`config.mk`:
```
export PLATFORM = sky130hd
export DESIGN_NAME = seq_div_16x8_flat
export DESIGN_NICKNAME = d
export VERILOG_FILES = /design/src/rtl/seq_div_16x8_if.sv /design/src/rtl/seq_div_16x8.sv /design/src/flat_wrapper.sv
export SDC_FILE = /design/constraint.sdc
export NUM_CORES = 1
export LEC_CHECK = 0
export ABC_AREA = 1
export CAP_MARGIN = 20
export CORE_AREA = 5 5 100 102
export DETAILED_ROUTE_END_ITERATION = 8
export DIE_AREA = 0 0 105 107
export PLACE_DENSITY = 0.63
export SYNTH_ARGS = -nofsm -noshare
export SYNTH_HDL_FRONTEND = slang
export SYNTH_SLANG_ARGS = --single-unit
```
`constraint.sdc`:
```
create_clock -name clk -period 2 [get_ports clk]
set_input_delay 0.4 -clock clk [delete_from_list [all_inputs] [get_ports clk]]
set_output_delay 0.4 -clock clk [all_outputs]
set_load 0.02 [all_outputs]
```
`src/rtl/seq_div_16x8_if.sv`:
```
// Operand/result handshake bundle for seq_div_16x8.
// slave = divider side, master = producer/consumer side.
interface seq_div_16x8_if;
    logic        in_valid;
    logic        in_ready;
    logic [15:0] dividend;
    logic [7:0]  divisor;
    logic        out_valid;
    logic        out_ready;
    logic [15:0] quotient;
    logic [7:0]  remainder;
    logic        div_by_zero;

    modport slave (
        input  in_valid, dividend, divisor, out_ready,
        output in_ready, out_valid, quotient, remainder, div_by_zero
    );

    modport master (
        output in_valid, dividend, divisor, out_ready,
        input  in_ready, out_valid, quotient, remainder, div_by_zero
    );
endinterface

```
`src/rtl/seq_div_16x8.sv`:
```
// 16/8 unsigned radix-2 restoring divider, one quotient bit per clock.
// Macro SEQ_DIV_APPROX_LSB_EN: divide dividend[15:4] only, quotient[3:0] forced to 0.
module seq_div_16x8 (
    input  logic          clk,
    input  logic          rst_n,
    seq_div_16x8_if.slave dif
);

`ifdef SEQ_DIV_APPROX_LSB_EN
    localparam logic [4:0] LAST_ITER = 5'd11;
`else
    localparam logic [4:0] LAST_ITER = 5'd15;
`endif

    typedef enum logic [1:0] {IDLE, BUSY, DONE} state_e;

    state_e      state_q, state_d;
    logic [4:0]  cnt_q,   cnt_d;
    logic [8:0]  prem_q,  prem_d;
    logic [15:0] work_q,  work_d;
    logic [7:0]  dvs_q,   dvs_d;
    logic [15:0] quo_q,   quo_d;
    logic [7:0]  rem_q,   rem_d;
    logic        dbz_q,   dbz_d;

    logic        accept;
    logic [8:0]  trial;
    logic [8:0]  diff;
    logic        take;

    assign accept = dif.in_valid && (state_q == IDLE);

    // work_q shifts dividend bits out of the top while quotient bits enter at the bottom
    assign trial = {prem_q[7:0], work_q[15]};
    assign diff  = trial - {1'b0, dvs_q};
    assign take  = prem_q[8] || (trial >= {1'b0, dvs_q});

    always_comb begin
        state_d = state_q;
        cnt_d   = cnt_q;
        prem_d  = prem_q;
        work_d  = work_q;
        dvs_d   = dvs_q;
        quo_d   = quo_q;
        rem_d   = rem_q;
        dbz_d   = dbz_q;
        case (state_q)
            IDLE: begin
                if (accept) begin
                    work_d = dif.dividend;
                    dvs_d  = dif.divisor;
                    prem_d = '0;
                    cnt_d  = '0;
                    if (dif.divisor == 8'd0) begin
                        state_d = DONE;
                        quo_d   = 16'hFFFF;
                        rem_d   = dif.dividend[7:0];
                        dbz_d   = 1'b1;
                    end else begin
                        state_d = BUSY;
                    end
                end
            end
            BUSY: begin
                prem_d = take ? diff : trial;
                work_d = {work_q[14:0], take};
                cnt_d  = cnt_q + 5'd1;
                if (cnt_q == LAST_ITER) begin
                    state_d = DONE;
                    cnt_d   = '0;
`ifdef SEQ_DIV_APPROX_LSB_EN
                    quo_d   = {work_q[10:0], take, 4'b0000};
`else
                    quo_d   = {work_q[14:0], take};
`endif
                    rem_d   = prem_d[7:0];
                    dbz_d   = 1'b0;
                end
            end
            DONE: begin
                if (dif.out_ready) state_d = IDLE;
            end
            default: state_d = IDLE;
        endcase
    end

    always_ff @(posedge clk or negedge rst_n) begin
        if (!rst_n) begin
            state_q <= IDLE;
            cnt_q   <= '0;
            prem_q  <= '0;
            work_q  <= '0;
            dvs_q   <= '0;
            quo_q   <= '0;
            rem_q   <= '0;
            dbz_q   <= 1'b0;
        end else begin
            state_q <= state_d;
            cnt_q   <= cnt_d;
            prem_q  <= prem_d;
            work_q  <= work_d;
            dvs_q   <= dvs_d;
            quo_q   <= quo_d;
            rem_q   <= rem_d;
            dbz_q   <= dbz_d;
        end
    end

    assign dif.in_ready    = (state_q == IDLE);
    assign dif.out_valid   = (state_q == DONE);
    assign dif.quotient    = quo_q;
    assign dif.remainder   = rem_q;
    assign dif.div_by_zero = dbz_q;

endmodule

```
`src/flat_wrapper.sv`:
```
// flat-port wrapper written by rule: the top's interface ports become plain ports
module seq_div_16x8_flat 
  (clk, rst_n, dif_in_valid, dif_dividend, dif_divisor, dif_out_ready, dif_in_ready, dif_out_valid, dif_quotient, dif_remainder, dif_div_by_zero);
  seq_div_16x8_if dif_i ();
  input  logic clk;
  input  logic rst_n;
  input wire logic [$bits(dif_i.in_valid)-1:0] dif_in_valid;
  input wire logic [$bits(dif_i.dividend)-1:0] dif_dividend;
  input wire logic [$bits(dif_i.divisor)-1:0] dif_divisor;
  input wire logic [$bits(dif_i.out_ready)-1:0] dif_out_ready;
  output wire logic [$bits(dif_i.in_ready)-1:0] dif_in_ready;
  output wire logic [$bits(dif_i.out_valid)-1:0] dif_out_valid;
  output wire logic [$bits(dif_i.quotient)-1:0] dif_quotient;
  output wire logic [$bits(dif_i.remainder)-1:0] dif_remainder;
  output wire logic [$bits(dif_i.div_by_zero)-1:0] dif_div_by_zero;
  assign dif_i.in_valid = dif_in_valid;
  assign dif_i.dividend = dif_dividend;
  assign dif_i.divisor = dif_divisor;
  assign dif_i.out_ready = dif_out_ready;
  assign dif_in_ready = dif_i.in_ready;
  assign dif_out_valid = dif_i.out_valid;
  assign dif_quotient = dif_i.quotient;
  assign dif_remainder = dif_i.remainder;
  assign dif_div_by_zero = dif_i.div_by_zero;
  seq_div_16x8 u_core (.clk(clk), .rst_n(rst_n), .dif(dif_i));
endmodule
```
# Yosys cells after proc, flatten, opt, wreduce, memory -nomap -nowiden
# Index checks and enable logic that the tools add are counted.
# Widths: inputs -> output; s select.
dict set report word_totals {
  reg_bits 65
  wordCells 52
}
dict set report classes {
  add_sub_neg 2
  magnitude_cmp 1
  n_eq_ne 7
  n_mux 25
  reduce_logical 9
}
# cell n
set op_table {}
lappend op_table {{$mux 16} 4}
lappend op_table {{$pmux 16 s2} 2}
lappend op_table {{$mux 8} 3}
lappend op_table {{$mux 9} 2}
lappend op_table {{$pmux 9 s2} 1}
lappend op_table {{$pmux 8 s2} 1}
lappend op_table {{$mux 5} 2}
lappend op_table {{$pmux 5 s2} 1}
lappend op_table {{$ge 9x8->1} 1}
lappend op_table {{$sub 9x8->9} 1}
lappend op_table {{$logic_not 8->1} 1}
lappend op_table {{$mux 2} 4}
lappend op_table {{$ne 2x1->1 const B} 3}
lappend op_table {{$pmux 2 s3} 1}
lappend op_table {{$add 5x1->5 const B} 1}
lappend op_table {{$eq 5x4->1 const B} 1}
lappend op_table {{$reduce_and 2->1} 2}
lappend op_table {{$reduce_and 4->1} 1}
lappend op_table {{$mux 1} 3}
lappend op_table {{$reduce_and 3->1} 1}
lappend op_table {{$eq 2x1->1 const B} 1}
lappend op_table {{$eq 2x2->1 const B} 1}
lappend op_table {{$logic_not 2->1} 1}
lappend op_table {{$ne 2x2->1 const B} 1}
lappend op_table {{other kinds (4)} 4}

# Depth between registers and ports, before layout
dict set report logic_depth {
  depth_word 5
  mapped_depth 13
  mapped_depth_nobuf 13
}

# Worst setup path after synthesis
# Ideal clock, no wire load.
dict set report synth_path {
  path_type {reg2reg}
  from {register u_core.prem_q[1]}
  to {register u_core.rem_q[4] (netlist: u_core.dif.remainder[4])}
  setup_time_ns 0.113
  arrival_time_ns 1.605
  required_time_ns 1.887
  setup_slack_ns 0.282
  stages_incl_launch_ff 10
  n_path_buf 0
  cell_sequence {dfrtp_1 ha_1 nand2_1 nor2_1 a21oi_2 nand2_2 nand3_1 nand3_1 nand2_1 inv_1}
}
dict set report synth_via {
  elab_chain_cells 5
}
# item line_no
set synth_lines {}
lappend synth_lines {{start: declaration} seq_div_16x8.sv:19} ;# logic [8:0] prem_q, prem_d;
lappend synth_lines {{start signal: assignment} seq_div_16x8.sv:100} ;# prem_q <= prem_d;
lappend synth_lines {{$ge 9x8->1} seq_div_16x8.sv:36} ;# assign take = prem_q[8] || (trial >= {1'b0, dvs_q});
lappend synth_lines {{$logic_or 1x1->1} seq_div_16x8.sv:36}
lappend synth_lines {{$mux 9 (*)} seq_div_16x8.sv:65} ;# prem_d = take ? diff : trial;
lappend synth_lines {{$mux 8 (*)} seq_div_16x8.sv:68} ;# if (cnt_q == LAST_ITER) begin
lappend synth_lines {{$pmux 8 s2 (*)} seq_div_16x8.sv:47} ;# case (state_q)
lappend synth_lines {{end signal: assignment} seq_div_16x8.sv:104} ;# rem_q <= rem_d;
lappend synth_lines {{end: declaration} seq_div_16x8.sv:23} ;# logic [7:0] rem_q, rem_d;
# Mark *: on every way between the ends. The rest lies on a longest branch, timed or not. The select of a mux whose other input is x is not followed.
# A chain may end at the register's enable or synchronous reset.

# Worst setup path after layout
dict set report layout_path {
  from {register u_core.dvs_q[4]}
  to {register u_core.rem_q[1] (netlist: u_core.dif.remainder[1])}
}
dict set report layout_via {
  elab_chain_cells 5
}
# item line_no
set layout_lines {}
lappend layout_lines {{start: declaration} seq_div_16x8.sv:21} ;# logic [7:0] dvs_q, dvs_d;
lappend layout_lines {{start signal: assignment} seq_div_16x8.sv:102} ;# dvs_q <= dvs_d;
lappend layout_lines {{$ge 9x8->1} seq_div_16x8.sv:36}
lappend layout_lines {{$logic_or 1x1->1} seq_div_16x8.sv:36}
lappend layout_lines {{$mux 9} seq_div_16x8.sv:65}
lappend layout_lines {{$mux 8} seq_div_16x8.sv:68}
lappend layout_lines {{$pmux 8 s2} seq_div_16x8.sv:47}
# No other way between the ends. The select of a mux whose other input is x is not followed.

==> impl_metrics.py <==
metrics = {
    "run_status": {
        "status": "completed",
    },
    "cells_and_area": {
        "n_antenna_cell": 0,
        "mostFrequentLayoutCell": "nand2_1",
        "fin_nets": 518,
        "mostFrequentLayoutCells": "nand2_1 (77), dfrtp_1 (65), inv_1 (60)",
        "seq_area_mm2": 0.00163,
        "area_growth_pct": 27.8,
        "drive_gt1_share_pct": 11.3,
        "fillers": 926,
        "multi_input_area_mm2": 0.00149,
        "layout.cells.non_filler": 596,
    },
    "critical_path": {
        "worst-path-buf-inv": 3,
        "crit_path_max_fanout": 9,
        "critPathTopFamily": "simple AND/OR/NAND/NOR gates",
        "crit_top_cell": "nand2_1",
        "reg2reg_from": "u_core.dvs_q[4]",
        "cp.arrival_ps": 2160,
        "cp_cell_sequence": "inv_1 > ha_1 > nand2_1 > nand2_1 > a21oi_2 > nand2_1 > nand2_2 > buf_4 > nand4_1 > nand3_2 > nand2_1 > inv_1",
        "r2r_setup_slack_ps": 130,
        "cp.required_ps": 2290,
        "worst_r2r_endpoint": "u_core.dif.remainder[1]",
        "path_class": "flop to flop",
        "cp-end-kind": "flop",
        "startpoint_type": "flop",
        "rr_worst_depth": 12,
        "cpPeakStageDelay_ps": 360,
        "cp_slowest_cell": "dfrtp_1",
    },
    "placed_design": {
        "placed_cells": 580,
        "place_congestion": 0.862,
        "io_buffers": 54,
        "hpwl_um": 6730,
    },
    "min_path": {
        "hold_class": "input pin to asynchronous set/reset pin",
    },
    "synthesis": {
        "netlist_area_mm2": 0.00339,
        "synth-main-ff-cell": "dfrtp_1",
        "syn_inst": 415,
        "synth_edf_count": 0,
        "synth-seq-cells": 65,
        "ys_seq_area_share_pct": 47.9,
        "syn_area_per_cell_um2": 8.18,
        "syn_nets": 453,
        "async_flop_share_pct": 100,
        "yosysWarnings": 0,
        "synth.distinct_cells": 33,
    },
    "flow_run": {
        "maxCapViolCount": 0,
    },
    "power_and_ir_drop": {
        "power.density_mw_per_mm2": 1930,
        "comb_power_share_pct": 57.5,
        "p_leak_nw": 2.11,
        "seqPwrFrac_pct": 28.6,
        "p_sw_share_pct": 46.8,
        "p_sw_w": 0.00393,
        "p_clk_share_pct": 13.9,
        "intPower_w": 0.00446,
        "ir_worst_vdd_v": 0.00101,
    },
    "detailed_routing": {
        "viasPerCell": 4.97,
        "dr_total_vias": 2963,
        "drtAntennaViolNets": 0,
        "dr.pass1.iters": 4,
        "drc": 0,
        "dr.first_iter.drc_count": 137,
        "routed_wl_um": 8930,
        "routedWlPerCell_um": 15.0,
    },
    "grt": {
        "grt_overflow": 0,
        "grt_start_max_net_pins": 37,
        "grt_busiest_layer": "met2",
        "met2_usage_pct": 28.0,
        "grt_use_met1_pct": 21.5,
        "antenna_found_initial": 0,
        "track_usage_pct": 16.7,
        "met3_usage_pct": 4.21,
        "grt_pass1_vias": 3046,
        "grt_pass1_wl_um": 15100,
    },
    "sta": {
        "hold_viol": 0,
        "fmax_ghz": 0.534,
        "fin_crit_sh_pct": 93.6,
        "setup_viol": 0,
        "hold_ws_ps": 42.1,
        "fin_skew_ps": 7.98,
        "max_slew_margin_pct": 62.7,
        "tightest_slew_ps": 560,
        "report.final.slew_viol_count": 0,
        "final.min_clock_period_ps": 1870,
    },
    "clocking": {
        "cts_buffers": 9,
        "clkLatencyLatePin_ps": 340,
        "htree_levels": 3,
        "cts.sink_count": 65,
        "holdBufCountCts": 0,
        "post_cts_buffers": 0,
        "clk_pin_slew_ps": 80,
        "clockBufferDepth": 2,
        "cts_tree": "yes",
        "clock-root-buffer": "clkbuf_8",
    },
    "floorplan": {
        "fp.dieH_um": 107,
        "die_x_um": 105,
        "num_rows": 35,
        "core_area_mm2": 0.00902,
        "dieArea_mm2": 0.0112,
        "start_util_pct": 37.6,
        "num_io_pins": 55,
    },
}
## final cells by class
type	count	area share (%)
sequential	65	37.5
multi-input combinational	273	34.2
timing repair buffer	66	14.7
inverter	65	5.68
clock buffer	11	3.26
tap	111	3.20
clock inverter	5	1.47
## power by group through the flow
stage / registers (W) / clock network, W / logic [W]
4_1_cts: 0.00240 / 0.00119 / 0.00480
6_report: 0.00240 / 0.00117 / 0.00482
3_5_place_dp: 0.00242 / 0 / 0.00477
2_1_floorplan: 0.00262 / 0 / 0.00297
5_1_grt: 0.00248 / 0.00124 / 0.00545
3_3_place_gp: 0.00242 / 0 / 0.00472
## layer usage
| metal | vias to the layer above | part of all wire, % |
|---|---|---|
| li1 | 1477 | - |
| met1 | 1399 | 46 |
| met2 | 73 | 48 |
| met3 | 14 | 4.8 |
| met4 | 0 | 1.2 |
| met5 | - | 0 |
## how the worst max path moves through the flow
| stage | endpoint | start | depth (start not counted) |
|---|---|---|---|
| after CTS | u_core.dif.remainder[1] | u_core.dvs_q[6] | 12 |
| after floorplan | u_core.dif.remainder[4] | u_core.prem_q[1] | 9 |
| final | u_core.dif.remainder[1] | u_core.dvs_q[4] | 12 |
| after global routing | u_core.dif.remainder[3] | u_core.dvs_q[4] | 12 |
| after global placement | u_core.dif.remainder[2] | dif_divisor[1] | 10 |
| after detailed placement | u_core.dif.remainder[7] | dif_divisor[3] | 10 |
## state kept, by name, indices dropped and copies added, names as in the netlist
| signal | flops |
|---|---|
| u_core.prem_q | 9 |
| u_core.cnt_q | 5 |
| u_core.work_q | 16 |
| u_core.dif.remainder | 8 |
| u_core.dif.div_by_zero | 1 |
| u_core.state_q | 2 |
| u_core.dvs_q | 8 |
| u_core.dif.quotient | 16 |
## synthesized netlist by cell type, types with 2 or more instances
cell type / number / area [um^2]
a21oi_1: 21 / 105
a22oi_1: 7 / 52.6
buf_2: 5 / 25.0
clkbuf_1: 6 / 22.5
dfrtp_1: 65 / 1630
ha_1: 9 / 113
inv_1: 60 / 225
inv_2: 4 / 15.0
nand2_1: 77 / 289
nand2_2: 2 / 12.5
nand2_4: 6 / 67.6
nand3_1: 34 / 170
nand4_1: 12 / 75.1
nor2_1: 43 / 161
nor2_2: 5 / 31.3
nor2_4: 2 / 22.5
nor3_1: 2 / 10.0
o21ai_0: 14 / 70.1
o21ai_1: 13 / 65.1
o31ai_1: 6 / 45.0
or2_1: 7 / 43.8
xnor2_1: 3 / 26.3
xor2_1: 2 / 17.5
## repair_timing
action | CTS | global route
resized for setup | 2 | 6
setup endpoints to repair | 2 | 13
cloned | 0 | 0
## worst reg2reg max path, delay by kind of cell, from the launching register on
kind / cells / cell delay [ps]
AO/OA/AOI/OAI: 1 / 170
adder cells (fa/ha/maj): 1 / 340
AND/OR/NAND/NOR: 7 / 680
buffers and inverters: 3 / 270
flip-flops: 1 / 360
## cell families after synthesis
kind of cell	share of synthesized area, %
AND/OR/NAND/NOR	26.0
buffers and inverters	9.00
AO/OA/AOI/OAI	11.8
flip-flops	47.9
adder cells (fa/ha/maj)	3.91
XOR/XNOR	1.29
## metrics by stage
stage | setup slack, ps | total power [W] | setup TNS, ps | utilization, % | area [um^2]
CTS | 48.9 | 0.00840 | 0 | 47.8 | 4310
global route | -26.6 | 0.00918 | -84.8 | 48.1 | 4340
finish | 128 | 0.00839 | 0 | 48.1 | 4340
floorplan | 282 | 0.00559 | 0 | - | 3390
global placement | -1.99 | 0.00713 | -3.46 | 45.6 | 4110
detailed placement | -19.0 | 0.00719 | -85.0 | 45.6 | 4110
(Power assumes the default switching activity.)
